### src/rtl/demosaic_pipe_ctrl.sv
// demosaic_pipe_ctrl: frame sequencer for the 3x3 demosaic datapath.
// Owns the shared shift enable of the window/interpolation chain, injects
// zero-padded flush shifts after the last pixel, and tags each output pixel
// with its coordinates, Bayer phase and border flags.
module demosaic_pipe_ctrl #(
    parameter int unsigned IMG_W    = 640,
    parameter int unsigned IMG_H    = 480,
    parameter int unsigned PIPE_LAT = 2
) (
    input  logic                     CLK,
    input  logic                     RESET,
    input  logic                     start,
    input  logic                     s_valid,
    output logic                     s_ready,
    output logic                     fill_sel,
    output logic                     shift_en,
    output logic                     m_valid,
    input  logic                     m_ready,
    output logic [$clog2(IMG_W)-1:0] out_col,
    output logic [$clog2(IMG_H)-1:0] out_row,
    output logic [1:0]               bayer_phase,
    output logic [3:0]               border,
    output logic                     busy,
    output logic                     frame_done
);

    localparam int unsigned N    = IMG_W * IMG_H;
    localparam int unsigned L    = IMG_W + 1 + PIPE_LAT;
    localparam int unsigned ScW  = $clog2(N + L + 1);
    localparam int unsigned ColW = $clog2(IMG_W);
    localparam int unsigned RowW = $clog2(IMG_H);

    localparam logic [ScW-1:0]  LastIn  = ScW'(N - 1);
    localparam logic [ScW-1:0]  LastSh  = ScW'(N + L - 1);
    localparam logic [ScW-1:0]  ValThr  = ScW'(L);
    localparam logic [ColW-1:0] LastCol = ColW'(IMG_W - 1);
    localparam logic [RowW-1:0] LastRow = RowW'(IMG_H - 1);

    typedef enum logic [1:0] {StIdle, StRun, StFlush, StDrain} state_e;

    state_e          state_q, state_d;
    logic [ScW-1:0]  sc_q, sc_d;
    logic            m_valid_q, m_valid_d;
    logic [ColW-1:0] col_q, col_d;
    logic [RowW-1:0] row_q, row_d;
    logic            done_q, done_d;
    logic            clear;
    logic            stall;
    logic            out_hs;

    assign stall  = m_valid_q && !m_ready;
    assign out_hs = m_valid_q && m_ready;

    // Next state and shift/handshake control.
    always_comb begin
        state_d  = state_q;
        s_ready  = 1'b0;
        shift_en = 1'b0;
        fill_sel = 1'b0;
        done_d   = 1'b0;
        clear    = 1'b0;
        unique case (state_q)
            StIdle: begin
                // A start landing on the frame_done cycle is dropped.
                if (start && !done_q) begin
                    clear   = 1'b1;
                    state_d = StRun;
                end
            end
            StRun: begin
                s_ready  = !stall;
                shift_en = s_valid && !stall;
                if (shift_en && (sc_q == LastIn)) begin
                    state_d = StFlush;
                end
            end
            StFlush: begin
                fill_sel = 1'b1;
                shift_en = !stall;
                if (shift_en && (sc_q == LastSh)) begin
                    state_d = StDrain;
                end
            end
            StDrain: begin
                if (!m_valid_q || m_ready) begin
                    done_d  = 1'b1;
                    state_d = StIdle;
                end
            end
            default: state_d = StIdle;
        endcase
    end

    // Shift counter, output-valid tracking and output coordinate advance.
    always_comb begin
        sc_d      = sc_q;
        m_valid_d = m_valid_q && !m_ready;
        col_d     = col_q;
        row_d     = row_q;
        if (shift_en) begin
            sc_d      = sc_q + ScW'(1);
            m_valid_d = (sc_q >= ValThr);
        end
        if (clear) begin
            sc_d = '0;
        end
        if (out_hs) begin
            if (col_q == LastCol) begin
                col_d = '0;
                row_d = (row_q == LastRow) ? '0 : row_q + RowW'(1);
            end else begin
                col_d = col_q + ColW'(1);
            end
        end
        if (clear) begin
            col_d = '0;
            row_d = '0;
        end
    end

    // State registers, cleared together with the datapath on RESET.
    always_ff @(posedge CLK or negedge RESET) begin
        if (!RESET) begin
            state_q   <= StIdle;
            sc_q      <= '0;
            m_valid_q <= 1'b0;
            col_q     <= '0;
            row_q     <= '0;
            done_q    <= 1'b0;
        end else begin
            state_q   <= state_d;
            sc_q      <= sc_d;
            m_valid_q <= m_valid_d;
            col_q     <= col_d;
            row_q     <= row_d;
            done_q    <= done_d;
        end
    end

    assign m_valid     = m_valid_q;
    assign out_col     = col_q;
    assign out_row     = row_q;
    assign bayer_phase = {row_q[0], col_q[0]};
    assign border      = {row_q == '0, row_q == LastRow, col_q == '0, col_q == LastCol};
    assign busy        = (state_q != StIdle);
    assign frame_done  = done_q;

endmodule

### config.mk
export PLATFORM = sky130hd
export DESIGN_NAME = demosaic_pipe_ctrl
export DESIGN_NICKNAME = d
export VERILOG_FILES = /design/src/rtl/demosaic_pipe_ctrl.sv
export SDC_FILE = /design/constraint.sdc
export NUM_CORES = 1
export LEC_CHECK = 0
export BUFFER_PORTS_ARGS = -buffer_cell sky130_fd_sc_hd__buf_4
export CORE_MARGIN = 5
export CORE_UTILIZATION = 41
export DETAILED_ROUTE_END_ITERATION = 10
export GPL_TIMING_DRIVEN = 0
export PLACE_DENSITY = 0.71
export SYNTH_ARGS = -nofsm -noshare
export SYNTH_HDL_FRONTEND = slang
export SYNTH_SLANG_ARGS = --single-unit
### constraint.sdc
create_clock -name CLK -period 3.29 [get_ports CLK]
set_input_delay 0.1645 -clock CLK [delete_from_list [all_inputs] [get_ports CLK]]
set_output_delay 0.1645 -clock CLK [all_outputs]
set_load 0.05 [all_outputs]
==> results list <==
* Relative slew margins: 60.2%
- Estimated wirelength of the detail-placed design: 4.12 mm
* Total net switching power: roughly 0.0007 W
- Crit. End Element: register
- The clock passes through at most 2 buffers.
- Sequential elements use 42.0% of the synthesized area.
- Clock-pin slew was measured on the worst setup and hold paths at approximately 0.090 ns.
- Required @ worst endpoint: 3.50 ns
- On the worst path, the slowest cell contributes a delay of 0.53 ns.
* Logic gate share of total power: 40.5%
* Wirelength, routed: 5.64 mm
- In the synthesized netlist the async set-or-reset flop fraction comes to 100%.
- The Yosys step of the flow raised 0 warnings.
- Least-Margin Pin Slew: 0.596 ns
* Clk_lat worst skew: 0.31 ns
- DR pass1 iterations: 4
* Number of flops mapped to enable cells by yosys: 0
- The floorplan has 28 rows.
- Before CTS, the worst setup slack after placement is 1.19 ns.
- Port buffer count: 35
- Number of buffers inserted during clock tree synthesis: 5
- Root buffer cell: clkbuf_8
- TritonCTS built the clock tree.
- Nets@finish: roughly 330
- Synth Register Bits: 42
- Buffers added to address setup during post-CTS repair amount to 0.
- Die boundary width: around 88 um
- Number of antenna violations at the first check in global routing: 0
- Status: completed
- After layout, the worst setup slack is approximately 1.2 ns.
* Unrepaired setup endpoints after global routing: false
- Highest clock frequency the design can meet: ~480 MHz
- The synthesized netlist contains 54 unique library cells.
- The first global-routing pass estimated ~9.8 mm of wire.
* Largest fanout on the critical path: 6
- In the final timing run, aggregate negative setup slack is 0 ns.
* Count of hold-fix buffers inserted at cts: 1
* Areal power density over the cells: just under 600 nW/um^2
- Per report_power, the sequential group accounts for 35.4% of the total.
- Largest cells by area after synthesis: dfrtp_1 (42%), nor2_1 (5.9%), ha_1 (5.0%)
- The number of endpoints with negative hold slack in the final report came to 0.
- For this block, the initial DRC count from the detailed router was roughly 100.
- Floorplan core area: 5920 um^2
- At the end of routability-driven placement, the weighted congestion stood at 0.857.
- Ratio of cells with drive above 1 in the final layout: 17.7%
- Syn-to-layout area delta: 19.1%
- Traced cell by cell, the critical path runs through inv_1, ha_1, a21o_1, nand3_1, nor3_1, a31oi_1, a41o_1.
- Crit path DAT: 2.31 ns
- Cell with the most instances after synthesis: dfrtp_1
* Count of H-tree levels built during CTS: 2
* Utilization of the core after routing: 50.3%
- Tightest Hold Check Type: input port to register
* Effective utilization at floorplan: 42.2%
- Top_reg_cell synth: dfrtp_1
- Relative contribution of the clock network to total power: 24.0%
* Combined global-route utilization of all metal layers: 16.0%
- The clock net in this run drives a total of 42 sinks.
* Post-Route Hold Slack: 0.183 ns
- IR analysis of the VDD net gives a maximum drop of 0.431 mV.
* Most numerous cell types in the synthesized netlist: dfrtp_1 (42), nor2_1 (39), nand2_1 (31)
- After technology mapping, the gate count stands at 273.
* Area leader, netlist: dfrtp_1
- Area enclosed by the die boundary: 7760 um^2
- Post-synthesis net count: 288
- Count of boundary I/O pins: 36
* Post_cts resized: 0
- The mapped netlist covers 2500 um^2.
- Total via count after detailed routing: 2097
- The design draws ~0.0017 W.
- The number of antenna diodes in the final layout is 0.
- The max-slew violation count came to 0.
- Entering global routing, the biggest net connects 43 pins.
- Summed over all layers, the global routing overflow is 0.
- On the critical path the largest part of the delay comes from simple AND/OR/NAND/NOR gates.
- Antenna Violating Nets Remaining: 0
- The number of global-route vias before repair is 2061.
- Type of origin of the critical path: register
- Residual DRC count: 0
* Share of the synthesized area in the top cell type: 42.0%
* Final critical-path required period: about 2.1 ns
- Setup violations remaining at the end of the flow were counted as 0.
- Highest-delay cell along the critical path: nor3_1
* Fin Clk Skew: approximately 0.012 ns
- Leak: 1.41 nW
- In the finished design, the share of the clock period the worst path needs comes to a little under two thirds.
- Internal power: 0.00103 W
* Class of the most critical setup path: register to register
- Using the TritonRoute via totals, the vias-per-cell ratio works out to 5.35.
- In the final routed layout, each cell accounts on average for 14.4 um.
- Average cell area after synthesis: 9.16 um^2
* Die H: 88.1 um
- Crit path buf inv count: 1
- Maxcap violations: 0
- Switching portion of total power: 40.6%
==> final timing paths <==
kind	startpoint	end	cells after the start	slack [ns]
max	state_q[1]$_DFFE_PN0P_	sc_q[17]$_DFFE_PN0P_	7	1.19
min	m_ready	out_col[1]$_DFFE_PN0P_	3	0.18
max reg2reg	state_q[1]$_DFFE_PN0P_	sc_q[17]$_DFFE_PN0P_	7	1.19
min reg2reg	sc_q[18]$_DFFE_PN0P_	sc_q[18]$_DFFE_PN0P_	2	0.59
max in group asynchronous	RESET	sc_q[4]$_DFFE_PN0P_	2	2.54
min in group asynchronous	RESET	out_col[3]$_DFFE_PN0P_	2	0.38
==> routing by layer <==
layer  up-vias  track usage (%)  part of all wire [%]
met5         -                0                     0
met4         0             4.12                   1.6
met3         9             4.23                   5.6
met2        44             26.9                    46
met1       998             20.6                    46
li1       1046                -                     -
==> tightest hold or removal path: cells and delay by family <==
kind	cells	cell delay [ns]
buffers and inverters	1	0.13
AO/OA/AOI/OAI	2	0.16
==> cells in the final DEF, fill, tap and decap left out, drive strengths merged, types with 4 or more instances in the layout <==
| cell | instances |
|---|---|
| a21oi | 7 |
| and3 | 7 |
| buf | 42 |
| clkbuf | 8 |
| dfrtp | 42 |
| ha | 10 |
| inv | 14 |
| nand2 | 31 |
| nand3 | 14 |
| nand4 | 7 |
| nor2 | 39 |
| nor2b | 4 |
| nor3 | 5 |
| nor4 | 6 |
| o21ai | 8 |
| xnor2 | 11 |
| xor2 | 13 |
==> layout make-up <==
| type | count | area, um^2 |
|---|---|---|
| Buffer | 9 | 55.1 |
| Clock buffer | 6 | 72.6 |
| Clock inverter | 2 | 37.5 |
| Fill cell | 569 | 2940 |
| Inverter | 14 | 52.6 |
| Multi-Input combinational cell | 208 | 1340 |
| Sequential cell | 42 | 1050 |
| Tap cell | 75 | 93.8 |
| Timing Repair Buffer | 36 | 273 |
==> state kept, by name, indices dropped and copies added, names as in the netlist <==
signal / cells
m_valid: 1
out_col: 10
frame_done: 1
out_row: 9
state_q: 2
sc_q: 19
==> kinds of logic (layout without fill, tap and decap cells) <==
family	Yosys count	in the layout	share of synthesized area [%]
AOI/OAI and AO/OA	34	34	10.5
xor gates and xnor gates	24	24	8.41
adders and majority gates	10	10	5.01
buffers and inverters	23	67	4.30
DFF	42	42	42.0
muxes	2	2	0.801
and+or+nand+nor	138	138	29.0
==> per-stage QoR <==
stage / area, um^2 / std cells
after detailed placement: 2860 / 383
after global placement: 2860 / 383
final: 2980 / 392
after CTS: 2980 / 392
after floorplan: 2500 / 273
after global routing: 2980 / 392
==> power groups by stage <==
stage / clock, W / combinational, W / sequential, W
6_report: 0.000415 / 0.000701 / 0.000613
5_1_grt: 0.000451 / 0.000777 / 0.000625
4_1_cts: 0.000425 / 0.000709 / 0.000613
3_5_place_dp: 0 / 0.000706 / 0.000623
3_3_place_gp: 0 / 0.000688 / 0.000621
2_1_floorplan: 0 / 0.000462 / 0.000677
Power figures use the tool's default switching activity.
